**config.mk**
```make
export PLATFORM = sky130hd
export DESIGN_NAME = ping_pang_pong_ctrl
export DESIGN_NICKNAME = d
export VERILOG_FILES = /design/src/rtl/ping_pang_pong_ctrl.sv
export SDC_FILE = /design/constraint.sdc
export NUM_CORES = 1
export LEC_CHECK = 0
export BUFFER_PORTS_ARGS = -buffer_cell sky130_fd_sc_hd__buf_2
export CORE_MARGIN = 8
export CORE_UTILIZATION = 45
export DETAILED_ROUTE_END_ITERATION = 10
export PLACE_DENSITY_LB_ADDON = 0.08
export SLEW_MARGIN = 20
export SYNTH_ARGS = -nofsm -noshare
export SYNTH_HDL_FRONTEND = slang
export SYNTH_SLANG_ARGS = --single-unit
```
**constraint.sdc**
```tcl
create_clock -name clk -period 5.7 [get_ports clk]
set_input_delay 1.14 -clock clk [delete_from_list [all_inputs] [get_ports clk]]
set_output_delay 1.14 -clock clk [all_outputs]
set_load 0.01 [all_outputs]
```
**src/rtl/ping_pang_pong_ctrl.sv**
```systemverilog
// Ownership controller for the ping/pang/pong packet buffers: hands buffers in
// ring order to snooper, CPU and forwarder, and counts accepted/rejected packets.
//
// Buffer state | meaning
// B_FREE       | empty, waiting for the snooper
// B_SN         | owned by the snooper (being written)
// B_PKT        | holds a packet, waiting for the CPU
// B_CPU        | owned by the CPU (being filtered)
// B_ACC        | accepted, waiting for the forwarder
// B_REJ        | rejected, forwarder will skip and free it
// B_FWD        | owned by the forwarder (being sent)
module ping_pang_pong_ctrl (
  input  logic        clk,
  input  logic        rst_n,
  input  logic        sn_done,
  input  logic        cpu_done,
  input  logic        cpu_acc,
  input  logic        fwd_done,
  output logic [1:0]  sn_sel,
  output logic [1:0]  cpu_sel,
  output logic [1:0]  fwd_sel,
  output logic [31:0] acc_count,
  output logic [31:0] rej_count
);

  typedef enum logic [2:0] {
    B_FREE = 3'd0,
    B_SN   = 3'd1,
    B_PKT  = 3'd2,
    B_CPU  = 3'd3,
    B_ACC  = 3'd4,
    B_REJ  = 3'd5,
    B_FWD  = 3'd6
  } buf_state_t;

  buf_state_t  buf_q [3];
  buf_state_t  buf_d [3];
  logic [1:0]  sn_ptr_q, sn_ptr_d;
  logic [1:0]  cpu_ptr_q, cpu_ptr_d;
  logic [1:0]  fwd_ptr_q, fwd_ptr_d;
  logic [31:0] acc_q, acc_d;
  logic [31:0] rej_q, rej_d;

  function automatic logic [1:0] next_ptr(input logic [1:0] p);
    return (p == 2'd2) ? 2'd0 : p + 2'd1;
  endfunction

  always_ff @(posedge clk) begin
    if (!rst_n) begin
      buf_q     <= '{default: B_FREE};
      sn_ptr_q  <= 2'd0;
      cpu_ptr_q <= 2'd0;
      fwd_ptr_q <= 2'd0;
      acc_q     <= 32'd0;
      rej_q     <= 32'd0;
    end else begin
      buf_q     <= buf_d;
      sn_ptr_q  <= sn_ptr_d;
      cpu_ptr_q <= cpu_ptr_d;
      fwd_ptr_q <= fwd_ptr_d;
      acc_q     <= acc_d;
      rej_q     <= rej_d;
    end
  end

  // Each buffer state belongs to exactly one agent, so the three agent
  // updates below never touch the same buffer in one edge. Claims test the
  // registered state, so a buffer freed this edge is claimed next edge.
  always_comb begin
    buf_d     = buf_q;
    sn_ptr_d  = sn_ptr_q;
    cpu_ptr_d = cpu_ptr_q;
    fwd_ptr_d = fwd_ptr_q;
    acc_d     = acc_q;
    rej_d     = rej_q;

    if (buf_q[sn_ptr_q] == B_SN) begin
      if (sn_done) begin
        buf_d[sn_ptr_q] = B_PKT;
        sn_ptr_d        = next_ptr(sn_ptr_q);
      end
    end else if (buf_q[sn_ptr_q] == B_FREE) begin
      buf_d[sn_ptr_q] = B_SN;
    end

    if (buf_q[cpu_ptr_q] == B_CPU) begin
      if (cpu_done) begin
        cpu_ptr_d = next_ptr(cpu_ptr_q);
        if (cpu_acc) begin
          buf_d[cpu_ptr_q] = B_ACC;
          acc_d            = acc_q + 32'd1;
        end else begin
          buf_d[cpu_ptr_q] = B_REJ;
          rej_d            = rej_q + 32'd1;
        end
      end
    end else if (buf_q[cpu_ptr_q] == B_PKT) begin
      buf_d[cpu_ptr_q] = B_CPU;
    end

    if (buf_q[fwd_ptr_q] == B_FWD) begin
      if (fwd_done) begin
        buf_d[fwd_ptr_q] = B_FREE;
        fwd_ptr_d        = next_ptr(fwd_ptr_q);
      end
    end else if (buf_q[fwd_ptr_q] == B_ACC) begin
      buf_d[fwd_ptr_q] = B_FWD;
    end else if (buf_q[fwd_ptr_q] == B_REJ) begin
      buf_d[fwd_ptr_q] = B_FREE;
      fwd_ptr_d        = next_ptr(fwd_ptr_q);
    end
  end

  always_comb begin
    sn_sel  = 2'b00;
    cpu_sel = 2'b00;
    fwd_sel = 2'b00;
    for (int i = 0; i < 3; i++) begin
      if (buf_q[i] == B_SN)  sn_sel  = 2'(i + 1);
      if (buf_q[i] == B_CPU) cpu_sel = 2'(i + 1);
      if (buf_q[i] == B_FWD) fwd_sel = 2'(i + 1);
    end
  end

  assign acc_count = acc_q;
  assign rej_count = rej_q;

endmodule

```
; Word level (Yosys, flattened, before mapping)
; Index checks and enable logic that the tools add are counted.
[totals]
out_inout_bits = 70
word_cells = 115
register_bits = 79
[classes]
reduce_logical = 10
eq_ne = 20
mux = 42
add_sub_neg = 5
n_lt_le_gt_ge = 6
n_bitwise = 24
[op_table]
columns = op, count
row1 = two-way mux 9 bit, 11
row2 = "adder 32 x 1 -> 32 bit, second input constant", 2
row3 = two-way mux 3 bit, 9
row4 = two-way mux 2 bit, 13
row5 = bitwise AND 6 bit, 3
row6 = binary-select mux 3 bit (select 2 bit), 3
row7 = demux 3 bit (select 2 bit), 3
row8 = "equality test 3 bit, second input constant", 6
row9 = NOT 6 bit, 3
row10 = OR 6 bit, 3
row11 = "equality test 3 x 2 -> 1 bit, second input constant", 5
row12 = "equality test 3 x 1 -> 1 bit, second input constant", 4
row13 = bitwise AND 3 bit, 3
row14 = bitwise AND 9 bit, 1
row15 = ">= comparator 3 bit, second input constant", 3
row16 = "< comparator 3 x 1 -> 1 bit, second input constant", 3
row17 = NOT 2 -> 3 bit, 3
row18 = NOT 3 bit, 3
row19 = NOT 9 bit, 1
row20 = OR 3 bit, 3
row21 = AND reduction 3 bit, 3
row22 = "adder 2 x 1 -> 2 bit, second input constant", 3
row23 = "equality test 2 bit, second input constant", 3
row24 = "inequality test 2 bit, second input constant", 2
row25 = 6 further kinds, 11

; Depth between registers and ports, before layout
[depth]
ltp_word = 17
depth_mapped = 8

; Least setup slack after synthesis
; OpenSTA, ideal clock, no wires.
[synth_timing]
path_type = input port to flip-flop
start = input cpu_acc
end = register acc_q[22], in the netlist acc_count[22]
path_stages = 6
slack_ns = 2.890
n_path_buf = 2
t_arrival_ns = 2.739
path_cell_list = clkbuf_1 nand3_1 or4_1 clkbuf_1 or4_1 a21oi_1
[synth_via]
elab_chain_cells = 1
[synth_lines]
columns = item, line_no
row1 = "start, declared", 17  ; input logic cpu_acc,
row2 = AND reduction 3 bit (no source line), n/a
row3 = "end signal, assigned", 54  ; acc_q <= 32'd0;
row4 = "end signal, assigned", 61  ; acc_q <= acc_d;
row5 = "end, declared", 41  ; logic [31:0] acc_q, acc_d;
; Every way passes these cells.
; A chain may end at the register's enable or synchronous reset.

; Worst setup path in the final report
[layout_timing]
start = register buf_q[7] (netlist name)
end = register rej_q[31], in the netlist rej_count[31]
[layout_via]
elab_chain_cells = 5
[layout_lines]
columns = item, line_no
row1 = "start, declared", 36  ; buf_state_t buf_q [3];
row2 = "start signal, assigned", 57  ; buf_q <= buf_d;
row3 = binary-select mux 3 bit (select 2 bit), 86  ; if (buf_q[cpu_ptr_q] == B_CPU) begin
row4 = two-way mux 3 bit (not written as such) (2 in a row), 86
row5 = equality test 3 x 2 -> 1 bit, 86
row6 = AND reduction 3 bit (no source line), n/a
row7 = "end signal, assigned", 62  ; rej_q <= rej_d;
row8 = "end, declared", 42  ; logic [31:0] rej_q, rej_d;
; Every way passes these cells. The select of a mux whose other input is x is not followed.

==> run summary <==
Starting utilization of the core area: 45.9%. The run gives 0 as the antenna diode instance count. The run gives 41.4% as the worst relative slew slack. TritonCTS built the clock tree.

OpenSTA, run right after detailed placement, puts the worst setup slack at 2.48 ns. For the number of DRC markers after the initial detailed-route iteration, the log shows 217. After clock tree synthesis, the clock-pin slew on the worst setup and hold paths is 0.08 ns. The total overflow reported by the global router came out at 0. The final standard cell utilization of the core is 52.9%. When the netlist entered floorplanning its net count stood at 537. The hold violation count in the final report was 0; the placed instance count was 686. The H-tree generated during clock tree synthesis spans 3 levels. The top cell type by area accounts for 37.6% of the synthesized area.

The capturing point of the worst reg2reg path is rej_count[31]. Compared with the post-synthesis result, the final layout area differs by 15.3%. The floorplan step set the die width to 113 µm. Among all cell types in the netlist, the one instantiated most often is dfxtp_1. From bottom edge to top edge, the die measures 113 µm. The total power density per cell area came out at 244 nW/µm².

The termination of the worst setup path is rej_count[31]. Routability-driven placement finished with a final weighted congestion of 0.863. Fraction of the mapped netlist area in adder cells: 0.595%. The synthesized design contains 0 enable-type register cells. The logs give 583 µm for the length of routed met3 wiring and 4200 µm² for the post-synthesis cell area.

For this run, the number of standard cells in the final layout without fillers is 702. Across all register-to-register paths, the minimum setup slack is 2.69 ns. The count of nets left with antenna violations after detail routing is 0, and the number of nets at the end of the flow is 594.

In this run, distinct cell masters in the synthesized netlist total 49. After layout, the worst setup slack is 2.69 ns. The tools report the number of clock sinks as 79. Buffers inserted during clock tree synthesis total 9. In this run the worst hold path is classified as reg -> reg. For this block, the via count after detailed routing is 4227. The tools report the startpoint of the worst-slack reg-to-reg timing path as buf_q[7]. The proportion of synthesized area in mux cells was 3.33%; the post-layout minimum cycle time was 3.01 ns. Clock latency on the worst-skew pair, taken at its later pin, is 0.35 ns.

The worst register-to-register path has a depth of 5. Setup repair after global routing left no endpoint under its margin. The top fanout value on the critical path was 24; the required arrival time at the worst endpoint was 5.98 ns. The critical setup path kind is reg -> reg. Total negative slack for setup checks: 0 ns. The total area inside the core boundary comes to 9150 µm². The per-cell via count in the routed design was 6.02. The main combinational cell family by area after synthesis is simple AND/OR/NAND/NOR gates. In the synthesized netlist the async set-or-reset flop fraction comes to 0%.

Synthesis produced a netlist whose cell count is 529. The tools report the first-pass GRT wire length as 19.5 mm. The sum of net half-perimeters after detailed placement was 8.06 mm; the number of max-cap violations was 0. Row generation in the floorplan step produced 35 rows. The run finished with clean final reports. The run gives 0 as the residual DRC count. Summing the areas of all and, or, nand and nor instances in the mapped netlist gives 32.5% of the synthesized area. Number of setup buffers added after CTS: 0. Setup violations remaining at the end of the flow were counted as 0.

In this run, post-CTS hold repair placed 0 buffers. Maximum number of pins on one net before global-route repair: 35. The die covers 12700 µm². After synthesis, the most frequently instantiated cells are dfxtp_1 (79), a21oi_1 (57), nand2_1 (50).

The maximum clock insertion buffer count came out at 2. Dividing the detail-routed wire length by the instance count gives 16.3 µm. For this run, the leading register cell type out of synthesis is dfxtp_1.

The first detailed-routing pass took 4 iterations. The tools report the final-report max-slew violation count as 0. The tools report the launch point of the critical path as buf_q[7]. In this run the mean area of a mapped cell was 7.95 µm². The overall fraction of global-route tracks in use came out at 18.2%.

The tools report the launching element type of the critical path as a flip-flop. The post-route clock skew is 0.0105 ns. Summing the areas of all xor and xnor instances in the mapped netlist gives 1.25% of the synthesized area. In this run the count of I/O pins placed on the die edge is 76. Synthesis inferred 79 register bits. The leakage power figure is 1.72 nW.

Of the synthesized area, sequential elements account for 37.6%. Summed over all instances, the cell type with the most area after synthesis is dfxtp_1. The logs give 0.332 GHz for the timing-limited maximum frequency and 0.130 mV for the peak supply drop. Sum of routed wire length over all layers: 11.4 mm. The initial antenna violation count is 0, and the worst-margin pin slew is 0.876 ns. The sum of routed wire segments on met1 is 5.52 mm. The cell sitting at the root of the clock tree is a clkbuf_8. The synthesized netlist devotes 20.1% of its cell area to compound gates. Port buffering added 75 buffers. The share of layout cells above drive strength 1 came out at 17.3%.

Routed signal wires occupy layers up through met4. The ratio of final minimum period to clock period works out to 52.9%. For the warning count from the yosys run, the log shows 0. The critical path capture point type is a flip-flop.

The worst hold path begins at rej_count[28]. The number of global-route vias before repair was 4079; the critical path data arrival time was 3.29 ns. Gates resized during post-CTS repair numbered 0. Detailed routing placed a total of 5.18 mm of wire on met2. Sorting the synthesized cells by area gives the leading types as dfxtp_1 (38%), a21oi_1 (6.8%), or4_1 (5.7%).
## sequential cells by signal, indices dropped and copies added, names as in the netlist
name and count:
rej_count 32, buf_q 9, sn_ptr_q 2, fwd_ptr_q 2, acc_count 32, cpu_ptr_q 2
## layout by cell type, fill, tap and decap left out, types with 4 or more instances in the layout
| cell type | synthesis | layout |
|---|---|---|
| nor2_1 | 25 | 25 |
| o31ai_1 | 29 | 29 |
| o21ai_0 | 24 | 24 |
| nand4_1 | 18 | 18 |
| dfxtp_1 | 79 | 79 |
| nand3b_1 | 6 | 6 |
| clkbuf_8 | 0 | 10 |
| nand3_1 | 36 | 36 |
| or4_1 | 32 | 32 |
| nor2b_1 | 5 | 5 |
| mux2i_1 | 14 | 14 |
| nor4_1 | 10 | 10 |
| or3_1 | 21 | 21 |
| a21oi_1 | 57 | 57 |
| nor3_1 | 10 | 10 |
| o221a_2 | 4 | 4 |
| nand2_1 | 50 | 50 |
| buf_2 | 1 | 75 |
| inv_1 | 17 | 16 |
| nand2b_1 | 12 | 12 |
## logic make-up after synthesis
logic type / after synthesis
AO/OA/AOI/OAI: 136
buffers and inverters: 48
flip-flops: 79
adder cells (fa/ha/maj): 2
multiplexers: 14
XOR/XNOR: 6
AND/OR/NAND/NOR: 244
## power by group
part	switching, mW	internal (mW)
Combinational	0.0608	0.0375
Clock	0.206	0.304
Sequential	0.0142	0.558
Total	0.281	0.900
## layer usage
| layer | up-vias | track usage [%] |
|---|---|---|
| li1 | 2112 | - |
| met4 | 0 | 6.29 |
| met3 | 13 | 3.44 |
| met5 | - | 0 |
| met1 | 2009 | 23.7 |
| met2 | 93 | 29.2 |
## worst min-delay path by stage
stage | end | slack (ns) | depth (start not counted)
global placement | rej_count[31] | 0.47 | 2
CTS | acc_count[31] | 0.49 | 2
global route | rej_count[31] | 0.51 | 2
detailed placement | acc_count[31] | 0.48 | 2
floorplan | rej_count[31] | 0.50 | 2
finish | rej_count[28] | 0.49 | 2
## area by class of cell
| cell class | count | area (µm²) |
|---|---|---|
| fill | 915 | 4310 |
| timing repair buffer | 77 | 390 |
| clock inverter | 3 | 90.1 |
| clock buffer | 13 | 149 |
| sequential | 79 | 1580 |
| tap | 111 | 139 |
| inverter | 17 | 63.8 |
| multi-input combinational | 402 | 2430 |
## metrics by stage
stage,power (mW),area [µm²],hold slack [ns]
final,1.18,4850,0.486
after global routing,1.22,4850,0.505
after CTS,1.19,4850,0.488
after detailed placement,0.682,4610,0.476
after global placement,0.682,4610,0.466
after floorplan,0.655,4200,0.496
## critical path, stage by stage (launching register included)
cell,delay [ns]
dfxtp_1,0.48
or4b_4,0.52
o211ai_1,0.25
nand4_1,0.78
or4_1,0.75
a21oi_1,0.15
Power figures use the tool's default switching activity.
